===== src/rtl/fetch_instr_queue_if.sv =====
// Fetch-to-decode instruction queue bus: fetch push side, decode pop side,
// and queue status back to both.
interface fetch_instr_queue_if #(
  parameter int DEPTH       = 4,
  parameter int INSTR_WIDTH = 32,
  parameter int PC_WIDTH    = 32
);
  localparam int CNT_W = $clog2(DEPTH + 1);

  logic                   flush;
  logic                   in_valid;
  logic [INSTR_WIDTH-1:0] in_instr;
  logic [PC_WIDTH-1:0]    in_pc;
  logic                   queue_full;
  logic                   out_valid;
  logic [INSTR_WIDTH-1:0] out_instr;
  logic [PC_WIDTH-1:0]    out_pc;
  logic                   decode_stall;
  logic [CNT_W-1:0]       count;
  logic                   overflow_err;

  // Pipeline side (fetch/decode/branch unit) driving the queue.
  modport master (
    output flush, in_valid, in_instr, in_pc, decode_stall,
    input  queue_full, out_valid, out_instr, out_pc, count, overflow_err
  );

  // The queue itself.
  modport slave (
    input  flush, in_valid, in_instr, in_pc, decode_stall,
    output queue_full, out_valid, out_instr, out_pc, count, overflow_err
  );
endinterface


===== src/rtl/fetch_instr_queue.sv =====
// Fetch-to-decode decoupling FIFO, first-word-fall-through.
// Full is derived from registered occupancy only, so decode_stall never
// reaches queue_full combinationally; a push is refused while full even if
// decode pops in the same cycle. A taken-branch flush empties the queue and
// drops any same-cycle fetch.
module fetch_instr_queue #(
  parameter int DEPTH       = 4,
  parameter int INSTR_WIDTH = 32,
  parameter int PC_WIDTH    = 32
) (
  input logic                clock,
  input logic                reset,
  fetch_instr_queue_if.slave q
);
  localparam int PTR_W = $clog2(DEPTH);
  localparam int CNT_W = $clog2(DEPTH + 1);

  logic [INSTR_WIDTH-1:0] instr_mem [DEPTH];
  logic [PC_WIDTH-1:0]    pc_mem    [DEPTH];

  logic [PTR_W-1:0] wr_ptr;
  logic [PTR_W-1:0] rd_ptr;
  logic [CNT_W-1:0] count_q;
  logic             overflow_q;

  logic full;
  logic not_empty;
  logic push;
  logic pop;

  assign full      = (count_q == CNT_W'(DEPTH));
  assign not_empty = (count_q != '0);
  assign push      = q.in_valid & ~full & ~q.flush;
  assign pop       = not_empty & ~q.decode_stall & ~q.flush;

  // Entry storage; contents need no reset since out_valid gates them.
  always_ff @(posedge clock) begin
    if (push) begin
      instr_mem[wr_ptr] <= q.in_instr;
      pc_mem[wr_ptr]    <= q.in_pc;
    end
  end

  // Pointers wrap naturally at DEPTH; occupancy tracks push minus pop.
  always_ff @(posedge clock or negedge reset) begin
    if (!reset) begin
      wr_ptr  <= '0;
      rd_ptr  <= '0;
      count_q <= '0;
    end else if (q.flush) begin
      wr_ptr  <= '0;
      rd_ptr  <= '0;
      count_q <= '0;
    end else begin
      if (push) wr_ptr <= wr_ptr + 1'b1;
      if (pop)  rd_ptr <= rd_ptr + 1'b1;
      case ({push, pop})
        2'b10:   count_q <= count_q + 1'b1;
        2'b01:   count_q <= count_q - 1'b1;
        default: count_q <= count_q;
      endcase
    end
  end

  // Sticky error for a fetch that ignored queue_full; survives flush.
  always_ff @(posedge clock or negedge reset) begin
    if (!reset) begin
      overflow_q <= 1'b0;
    end else if (q.in_valid & full & ~q.flush) begin
      overflow_q <= 1'b1;
    end
  end

  assign q.queue_full   = full;
  assign q.out_valid    = not_empty;
  assign q.out_instr    = instr_mem[rd_ptr];
  assign q.out_pc       = pc_mem[rd_ptr];
  assign q.count        = count_q;
  assign q.overflow_err = overflow_q;
endmodule


===== src/flat_wrapper.sv =====
// flat-port wrapper written by rule: the top's interface ports become plain ports
module fetch_instr_queue_flat 
#(
  parameter int DEPTH       = 4,
  parameter int INSTR_WIDTH = 32,
  parameter int PC_WIDTH    = 32
)
  (clock, reset, q_flush, q_in_valid, q_in_instr, q_in_pc, q_decode_stall, q_queue_full, q_out_valid, q_out_instr, q_out_pc, q_count, q_overflow_err);
  fetch_instr_queue_if #(.DEPTH(DEPTH), .INSTR_WIDTH(INSTR_WIDTH), .PC_WIDTH(PC_WIDTH)) q_i ();
  input logic clock;
  input logic reset;
  input wire logic [$bits(q_i.flush)-1:0] q_flush;
  input wire logic [$bits(q_i.in_valid)-1:0] q_in_valid;
  input wire logic [$bits(q_i.in_instr)-1:0] q_in_instr;
  input wire logic [$bits(q_i.in_pc)-1:0] q_in_pc;
  input wire logic [$bits(q_i.decode_stall)-1:0] q_decode_stall;
  output wire logic [$bits(q_i.queue_full)-1:0] q_queue_full;
  output wire logic [$bits(q_i.out_valid)-1:0] q_out_valid;
  output wire logic [$bits(q_i.out_instr)-1:0] q_out_instr;
  output wire logic [$bits(q_i.out_pc)-1:0] q_out_pc;
  output wire logic [$bits(q_i.count)-1:0] q_count;
  output wire logic [$bits(q_i.overflow_err)-1:0] q_overflow_err;
  assign q_i.flush = q_flush;
  assign q_i.in_valid = q_in_valid;
  assign q_i.in_instr = q_in_instr;
  assign q_i.in_pc = q_in_pc;
  assign q_i.decode_stall = q_decode_stall;
  assign q_queue_full = q_i.queue_full;
  assign q_out_valid = q_i.out_valid;
  assign q_out_instr = q_i.out_instr;
  assign q_out_pc = q_i.out_pc;
  assign q_count = q_i.count;
  assign q_overflow_err = q_i.overflow_err;
  fetch_instr_queue #(.DEPTH(DEPTH), .INSTR_WIDTH(INSTR_WIDTH), .PC_WIDTH(PC_WIDTH)) u_core (.clock(clock), .reset(reset), .q(q_i));
endmodule

===== config.mk =====
export PLATFORM = sky130hd
export DESIGN_NAME = fetch_instr_queue_flat
export DESIGN_NICKNAME = d
export VERILOG_FILES = /design/src/rtl/fetch_instr_queue_if.sv /design/src/rtl/fetch_instr_queue.sv /design/src/flat_wrapper.sv
export SDC_FILE = /design/constraint.sdc
export NUM_CORES = 1
export LEC_CHECK = 0
export ABC_AREA = 1
export CELL_PAD_IN_SITES_DETAIL_PLACEMENT = 1
export CELL_PAD_IN_SITES_GLOBAL_PLACEMENT = 2
export CORE_AREA = 2 2 209 170
export CTS_CLUSTER_SIZE = 14
export DETAILED_ROUTE_END_ITERATION = 8
export DIE_AREA = 0 0 211 172
export GPL_TIMING_DRIVEN = 0
export PLACE_DENSITY = 0.62
export SLEW_MARGIN = 20
export SYNTH_ARGS = -nofsm -noshare
export SYNTH_HDL_FRONTEND = slang
export SYNTH_SLANG_ARGS = --single-unit

===== constraint.sdc =====
create_clock -name clock -period 5.15 [get_ports clock]
set_input_delay 0.7725 -clock clock [delete_from_list [all_inputs] [get_ports clock]]
set_output_delay 0.7725 -clock clock [all_outputs]
set_load 0.01 [all_outputs]

Word level (Yosys, flattened, before mapping)
Memory sizes are Yosys's and may differ from the RTL's.
Index checks and enable logic that the tools add are counted.
{ "word_totals": {"reg_bits": 8, "ramBits": 256, "in_bits": 69, "wordCells": 34, "memories": 2} }
{ "classes": {"addsub": 4, "eq_ne": 3, "mux": 8, "n_bitwise": 9, "reduce_logical": 4} }
{ "memory_table": {"columns": ["name", "depth", "word_bits", "read_ports", "rd_ports_with_merged_regs", "wr", "line_no", "source"], "rows": [
  ["u_core.instr_mem", 4, 32, 1, 0, 1, "fetch_instr_queue.sv:18", "logic [INSTR_WIDTH-1:0] instr_mem [DEPTH];"],
  ["u_core.pc_mem", 4, 32, 1, 0, 1, "fetch_instr_queue.sv:19", "logic [PC_WIDTH-1:0] pc_mem [DEPTH];"]
]} }
{ "op_table": {"columns": ["operator", "count"], "rows": [
  ["$mux W2", 4],
  ["$and A1 B1 Y1", 6],
  ["$pmux W3 S2", 1],
  ["$reduce_bool A3 Y1", 2],
  ["$add A2 B1 Y2 const B", 2],
  ["$reduce_bool A2 Y1", 2],
  ["$add A3 B1 Y3 const B", 1],
  ["$eq A3 B3 Y1 const B", 1],
  ["$mux W3", 1],
  ["$not A1 Y1", 3],
  ["$sub A3 B1 Y3 const B", 1],
  ["$eq A2 B1 Y1 const B", 1],
  ["$eq A2 B2 Y1 const B", 1],
  ["$mux W1", 2]
]} }

Longest topological paths before layout
Gate-level depths: netlist of run 1.
{ "logic_depth": {"word_depth": 7, "mapped_depth": 13} }

Worst setup path before layout of run 1
OpenSTA, ideal clock, no wires.
{ "synth_timing": {"kind": "input-to-reg", "from": "input port q_in_valid", "to": "memory u_core.instr_mem[0][0] (enable)", "setup_ns": 0.486, "t_arrival_ns": 3.788, "setup_slack_ns": 0.875, "path_stages": 4, "cell_sequence": "inv_1 -> nor2_1 -> nand2_2 -> nor2_1"} }
{ "synth_via": {"elab_chain_len": 4} }
{ "synth_rtl": {"columns": ["element", "line_no", "source"], "rows": [
  ["start: declaration", "flat_wrapper.sv:13", "input wire logic [$bits(q_i.in_valid)-1:0] q_in_valid;"],
  ["$and A1 B1 Y1 (2 in series)", "fetch_instr_queue.sv:33", "assign push = q.in_valid & ~full & ~q.flush;"],
  ["$mux W1", "fetch_instr_queue.sv:38", "if (push) begin"],
  ["$mux W1 (not written as such)", "fetch_instr_queue.sv:39", "instr_mem[wr_ptr] <= q.in_instr;"],
  ["end: declaration", "fetch_instr_queue.sv:18", null]
]} }
Every way passes these cells.

Worst setup path after layout of run 1
{ "layout_timing": {"from": "register u_core.rd_ptr[1]", "to": "output port q_out_pc[23]"} }
{ "layout_via": {"elab_chain_len": 1} }
{ "layout_rtl": {"columns": ["element", "line_no", "source"], "rows": [
  ["start: declaration", "fetch_instr_queue.sv:22", "logic [PTR_W-1:0] rd_ptr;"],
  ["start signal: assignment", "fetch_instr_queue.sv:56", "if (pop) rd_ptr <= rd_ptr + 1'b1;"],
  ["$mem_v2 Z4 W32", null, null],
  ["end: declaration", "flat_wrapper.sv:20", "output wire logic [$bits(q_i.out_pc)-1:0] q_out_pc;"]
]} }
Every way passes these cells.

==> out/metrics.csv, run 1 <==
stage,metric,value,unit
outcome,status,completed,
floorplan,die height,172,um
clock_network,CTS Buffer Depth,3,
power_and_ir_drop,Power Density,459.8,mW/mm2
yosys,Post-synth EDFFs,256,
finish,"non-filler cells, final",1324,
placement,Detailed Place HPWL,17290,um
yosys,Synth Flop Type,edfxtp_1,
route,DR vias/cell,4.662,
timing,Pins Over Slew Limit,0,
yosys,main combinational cell family by area after synthesis,compound AO/OA/AOI/OAI gates,
worst_setup_path,Arrival @ worst endpoint,2.77,ns
worst_setup_path,CP max stage delay,0.61,ns
clock_network,setup repair bufs after CTS,0,
global_route,first-pass GRT wire length,39820,um
clock_network,Post-CTS Resized,0,
clock_network,CTS tree,yes,
route,DR vias,6172,
placement,placed inst area,0.01235,mm2
finish,final instance area,0.01320,mm2
floorplan,I/O pin cnt,139,
route,drt wl/cell,20.10,um
yosys,Post-Synth Adder-Cell Area,0.006934,
floorplan,die width,211,um
floorplan,DIE AREA,0.03629,mm2
finish,Final Util,0.3850,
timing,RSZ-0062 raised after global routing,no,
finish,Layout area overhead,30.58,%
worst_setup_path,Crit-path slowest cell,clkdlybuf4s50_1,
yosys,Syn. warnings,0,
yosys,"FF+latch count, synth",264,
yosys,Post-Syn Area,0.01010,mm2
yosys,compound-cell area share of the yosys netlist,0.1138,
floorplan,Initial Util,0.2949,
placement,Post-Place Setup Slack,2.028,ns
global_route,pin count of the biggest net entering global routing,22,
global_route,initial antenna violation count,1,
placement,Port Buffers,138,
finish,Reg area,0.007888,mm2
yosys,Syn Nets,762,
clock_network,clk_lat worst skew,0.54,ns
hold_path,Worst Hold Class,register to register,
finish,footprint of the multi-input gates,0.001902,mm2
timing,slew margin rel.,0.5454,
yosys,Mapped Cells,688,
flow_run,max cap viols,0,
power_and_ir_drop,Pleak,4.401,nW
worst_setup_path,CP bufs+invs,4,
route,final WL,26620,um
floorplan,FP Rows,61,
worst_setup_path,Critical Path Fanout Max,10,
clock_network,clock-pin slew on the worst setup and hold paths,0.06,ns
worst_setup_path,required time of the critical path,4.38,ns
timing,Period minus WS final,3.543,ns
finish,Nets,943,
timing,# setup viols final,0,
worst_setup_path,type of the worst setup path,register to output pin,
finish,share of cells above drive strength 1,0.1247,
placement,placed insts,1279,
timing,Max Clk Rate,282.2,MHz
global_route,GRT Util Overall,0.1473,
clock_network,H-Tree Depth,1,
yosys,async set-reset flop share out of synthesis,0.03030,
yosys,mean post-synth cell area,14.69,um2
clock_network,hold_buf cts,0,
finish,Filler cells,3542,
yosys,Post-Synth XOR/XNOR Area,0.0008668,
timing,final worst-path cycle share,0.6880,
route,initial DRC count,250,
timing,clock skew,0.006662,ns
clock_network,Root Driver,clkbuf_16,
worst_setup_path,crit end category,output pin,
timing,final hold vios,0,
worst_setup_path,CP top delay family,buffers and inverters,
yosys,Synth cell types,26,
route,DRT Pass-1 Iters,5,
yosys,Post-Synth Simple-Gate Area,0.06365,
worst_setup_path,crit-path cells,inv_2 > buf_2 > clkbuf_1 > o21ai_1 > o22ai_1 > clkdlybuf4s50_1,
timing,post-route worst setup slack,1.607,ns
yosys,multiplexer share of the synthesized area,0,
route,Antenna Violating Nets Remaining,0,
clock_network,Num CTS Buffers,29,
global_route,vias in the first global route,6450,
yosys,post-synthesis sequential area ratio,0.7806,
global_route,total gr overflow,0,
route,Residual DRC,0,
timing,Worst-Margin Slew,0.6803,ns
power_and_ir_drop,Worst IR Drop VDD,0.2645,mV
floorplan,Core ar.,0.03427,mm2
placement,Placer Congestion,0.6784,
clock_network,CTS sink count,264,
worst_setup_path,Worst Setup Start Kind,register,
path summary, 6_finish.rpt:
check / slack (ns) / depth (start not counted) / start / endpoint
setup / recovery: 1.61 / 6 / u_core.rd_ptr[1] / q_out_pc[23]
hold / removal: 0.46 / 1 / u_core.q.overflow_err / u_core.q.overflow_err
setup reg to reg: 2.97 / 6 / u_core.q.count[0] / u_core.pc_mem[0][21]
hold reg to reg: 0.46 / 1 / u_core.q.overflow_err / u_core.q.overflow_err
max in group asynchronous: 4.30 / 1 / reset / u_core.rd_ptr[0]
min in group asynchronous: 0.54 / 1 / reset / u_core.q.overflow_err
synth_stat cells (2+ instances only):
cell type  count  area, um2
nand3_1        3      15.01
buf_6         11      123.9
o21ai_0       83      415.4
a21oi_1        2      10.01
nand2_2        5      31.28
nand2_1       16      60.06
nor2_1       123      461.7
o21ai_1       49      245.2
edfxtp_1     256       7687
inv_2          5      18.77
buf_4          4      30.03
nor2_2        11      68.82
buf_2         10      50.05
inv_1         11      41.29
ha_1           4      50.05
o22ai_2       10      125.1
o22ai_1       54      337.8
clkbuf_1      16      60.06
dfrtp_1        8      200.2
per-layer routing:
metal	global-route usage	share of wire	routed length, um	vias up
met5	0	0.00041	11	-
li1	-	-	-	2926
met3	0.02815	0.038	1008	30
met1	0.2062	0.48	12690	3095
met2	0.2393	0.47	12490	119
met4	0.03123	0.015	408	2
stage by stage:
step	power [mW]	TNS, ns	hold WS [ns]
floorplan	3.359	0	0.4769
global placement	4.225	-602.67	0.4442
detailed placement	4.253	0	0.4543
CTS	6.173	0	0.4684
global route	6.368	0	0.4878
finish	6.067	0	0.4600
area by class of cell:
| class | count | share of cell area |
|---|---|---|
| inverter | 17 | 0.005026 |
| antenna | 1 | 0.0001896 |
| clock inverter | 12 | 0.007775 |
| tap | 441 | 0.04182 |
| multi-input combinational | 365 | 0.1441 |
| timing repair buffer | 150 | 0.1263 |
| sequential | 264 | 0.5978 |
| clock buffer | 32 | 0.05585 |
| buffer | 42 | 0.02115 |
cells by family (layout without fill, tap and decap cells):
| kind of cell | after synthesis | in the layout |
|---|---|---|
| flops | 264 | 264 |
| compound gates | 200 | 200 |
| simple gates | 159 | 159 |
| buf+inv | 59 | 253 |
| fa+ha+maj | 5 | 5 |
| xor+xnor | 1 | 1 |
| other cells | 0 | 1 |
report_power, final:
part           total [mW]  internal (mW)  switching, mW
clock network        1.90           1.11          0.794
logic                1.63          0.729          0.906
registers            2.53           2.49         0.0471
sequential cells by signal (all words and copies together), names as in the netlist:
| name | count |
|---|---|
| u_core.pc_mem | 128 |
| u_core.wr_ptr | 2 |
| u_core.q.overflow_err | 1 |
| u_core.q.count | 3 |
| u_core.instr_mem | 128 |
| u_core.rd_ptr | 2 |
placed cells by master (no fill, tap or decap), types with 8 or more instances in the layout:
cell type        instances
inv_1                   11
nor2_2                  11
edfxtp_1               256
o21ai_0                 83
clkdlybuf4s50_1        138
o22ai_2                 10
clkbuf_1                19
nand2_1                 16
nor2_1                 119
clkbuf_16               29
buf_6                   11
dfrtp_1                  8
buf_2                   10
o21ai_1                 49
o22ai_1                 54
(Power assumes the default switching activity.)
==> run 2, diff against run 1 <==
--- a/config.mk
+++ b/config.mk
@@ -13,7 +13,7 @@
 export DETAILED_ROUTE_END_ITERATION = 8
 export DIE_AREA = 0 0 211 172
 export GPL_TIMING_DRIVEN = 0
-export PLACE_DENSITY = 0.62
+export PLACE_DENSITY = 0.65
 export SLEW_MARGIN = 20
 export SYNTH_ARGS = -nofsm -noshare
 export SYNTH_HDL_FRONTEND = slang
==> constraint.sdc (replaced) <==
create_clock -name clock -period 3.04 [get_ports clock]
set_input_delay 0.456 -clock clock [delete_from_list [all_inputs] [get_ports clock]]
set_output_delay 0.456 -clock clock [all_outputs]
set_load 0.01 [all_outputs]
==> run 2 against run 1 <==
Critical path depth grew 1; die area stayed put; sequential power grew 70%; critical path type unchanged.
==> out/metrics.csv, run 2 (same netlist as run 1, synthesis figures left out) <==
stage,metric,value,unit
power_and_ir_drop,Pleak,4.614,nW
clock_network,CTS sink count,264,
floorplan,DIE AREA,0.03629,mm2
placement,Placer Congestion,0.6953,
finish,n_diodes,0,
floorplan,Initial Util,0.2949,
route,DR vias/cell,4.677,
outcome,status,completed,
flow_run,max cap viols,0,
finish,Layout area overhead,31.14,%
worst_setup_path,type of the worst setup path,register to output pin,
floorplan,FP Rows,61,
power_and_ir_drop,Power Density,763.6,mW/mm2
global_route,GRT Util Overall,0.1476,
finish,share of cells above drive strength 1,0.1377,
global_route,first-pass GRT wire length,40040,um
worst_setup_path,Arrival @ worst endpoint,2.46,ns
power_and_ir_drop,Total Power,10.12,mW
timing,Worst-Margin Slew,0.7115,ns
floorplan,I/O pin cnt,139,
worst_setup_path,R2R Path End,u_core.pc_mem[3][5],
route,Antenna Violating Nets Remaining,0,
global_route,initial antenna violation count,2,
power_and_ir_drop,combinational group share of total power,0.267,
floorplan,die width,211,um
power_and_ir_drop,Worst IR Drop VDD,0.4245,mV
route,drt wl/cell,19.96,um
finish,Nets,942,
power_and_ir_drop,clock power share,0.309,
power_and_ir_drop,Seq pwr share,0.424,
global_route,total gr overflow,0,
timing,RSZ-0062 raised after global routing,no,
clock_network,hold_buf cts,0,
clock_network,CTS Buffer Depth,3,
route,Residual DRC,0,
timing,clock skew,0.01101,ns
clock_network,clock-pin slew on the worst setup and hold paths,0.06,ns
power_and_ir_drop,Switch Pwr,2.929,mW
worst_setup_path,Critical Path Fanout Max,10,
timing,Pins Over Slew Limit,0,
timing,# setup viols final,0,
worst_setup_path,Worst Setup Start Kind,register,
worst_setup_path,reg2reg path depth,6,
placement,Port Buffers,138,
finish,most frequent cells in the layout,"edfxtp_1, nor2_1, clkdlybuf4s50_1",
clock_network,Num CTS Buffers,28,
clock_network,H-Tree Depth,1,
route,DRT Pass-1 Iters,4,
finish,"commonest non-fill, non-tap cell in the layout",edfxtp_1,
clock_network,clk_lat worst skew,0.54,ns
power_and_ir_drop,Power Internal,7.190,mW
worst_setup_path,Critical Path Source,u_core.rd_ptr[0],
floorplan,die height,172,um
timing,Period minus WS final,2.915,ns
timing,slew margin rel.,0.5246,
worst_setup_path,reg2reg start,u_core.q.count[0],
worst_setup_path,required time of the critical path,2.58,ns
route,final WL,26490,um
worst_setup_path,r2r setup slk,0.86,ns
global_route,vias in the first global route,6425,
timing,final hold vios,0,
worst_setup_path,crit end category,output pin,
global_route,pin count of the biggest net entering global routing,23,
floorplan,Core ar.,0.03427,mm2
power_and_ir_drop,Net Sw Frac,0.2895,
timing,Fin Setup TNS,0,ns
finish,final instance area,0.01325,mm2
placement,placed inst area,0.01236,mm2
timing,Max Clk Rate,343.0,MHz
hold_path,Worst Hold Class,input port to asynchronous set/reset pin,
placement,Detailed Place HPWL,17200,um
clock_network,Root Driver,clkbuf_16,
route,initial DRC count,252,
timing,final worst-path cycle share,0.9590,
route,DR vias,6207,
clock_network,CTS tree,yes,
-- run 2: cell types whose count changed in the layout (fill, tap and decap cells not counted), sizes merged --
cell           change
bufinv             -1
diode              -1
dlymetal6s2s      +19
buf                +6
clkinv             +2
dlygate4sd2       +13
clkbuf             -3
clkdlybuf4s50     -32
-- run 2: repair_timing --
action,in CTS,in global routing
setup buffers,0,0
resized for setup,27,32
setup endpoints to repair,64,31
-- run 2: final cells by class --
type	instances	area (um2)
plain buffers	42	305.3
clock buffers	35	748.2
clock inverters	13	77.57
fillers	3545	21020
inverters	17	66.31
multi-input cells	365	1908
flip-flops and latches	264	7889
well taps	441	551.8
repair buffers	150	1705
-- run 2: worst max-delay path, cell delays in order, from the launching register on --
cell	delay, ns
dfrtp_2	0.47
buf_6	0.18
inv_4	0.07
buf_8	0.18
buf_6	0.18
nor2_1	0.05
o22ai_1	0.21
clkdlybuf4s50_1	0.59
-- run 2: layer usage --
layer	wire, um	track usage
met5	28	0
met4	441	0.03123
met3	1227	0.03160
met2	12220	0.2327
met1	12570	0.2102
-- run 2: worst max path at each step --
stage | end | depth (start not counted)
finish | q_out_pc[18] | 7
global route | q_out_pc[15] | 6
CTS | q_out_instr[15] | 7
detailed placement | u_core.pc_mem[0][21] | 6
global placement | u_core.pc_mem[3][17] | 5
floorplan | u_core.instr_mem[0][0] | 4
-- run 2: power groups by stage --
stage	sequential, mW	clock, mW	combinational, mW
floorplan	4.38	0	1.32
global placement	4.40	0	2.74
detailed placement	4.37	0	2.84
CTS	4.30	3.23	2.81
global route	4.31	3.37	2.98
finish	4.29	3.12	2.70
-- run 2: stage by stage --
stage,util,hold WS (ns),std cells,worst slack (ns)
2_1_floorplan,-,0.1604,688,-0.9183
3_3_place_gp,0.3513,0.4418,1267,-4.293
3_5_place_dp,0.3607,0.4492,1279,0.2095
4_1_cts,0.3850,0.2158,1327,0.01057
5_1_grt,0.3867,0.2452,1327,0.009730
6_report,0.3867,0.2478,1327,0.1248
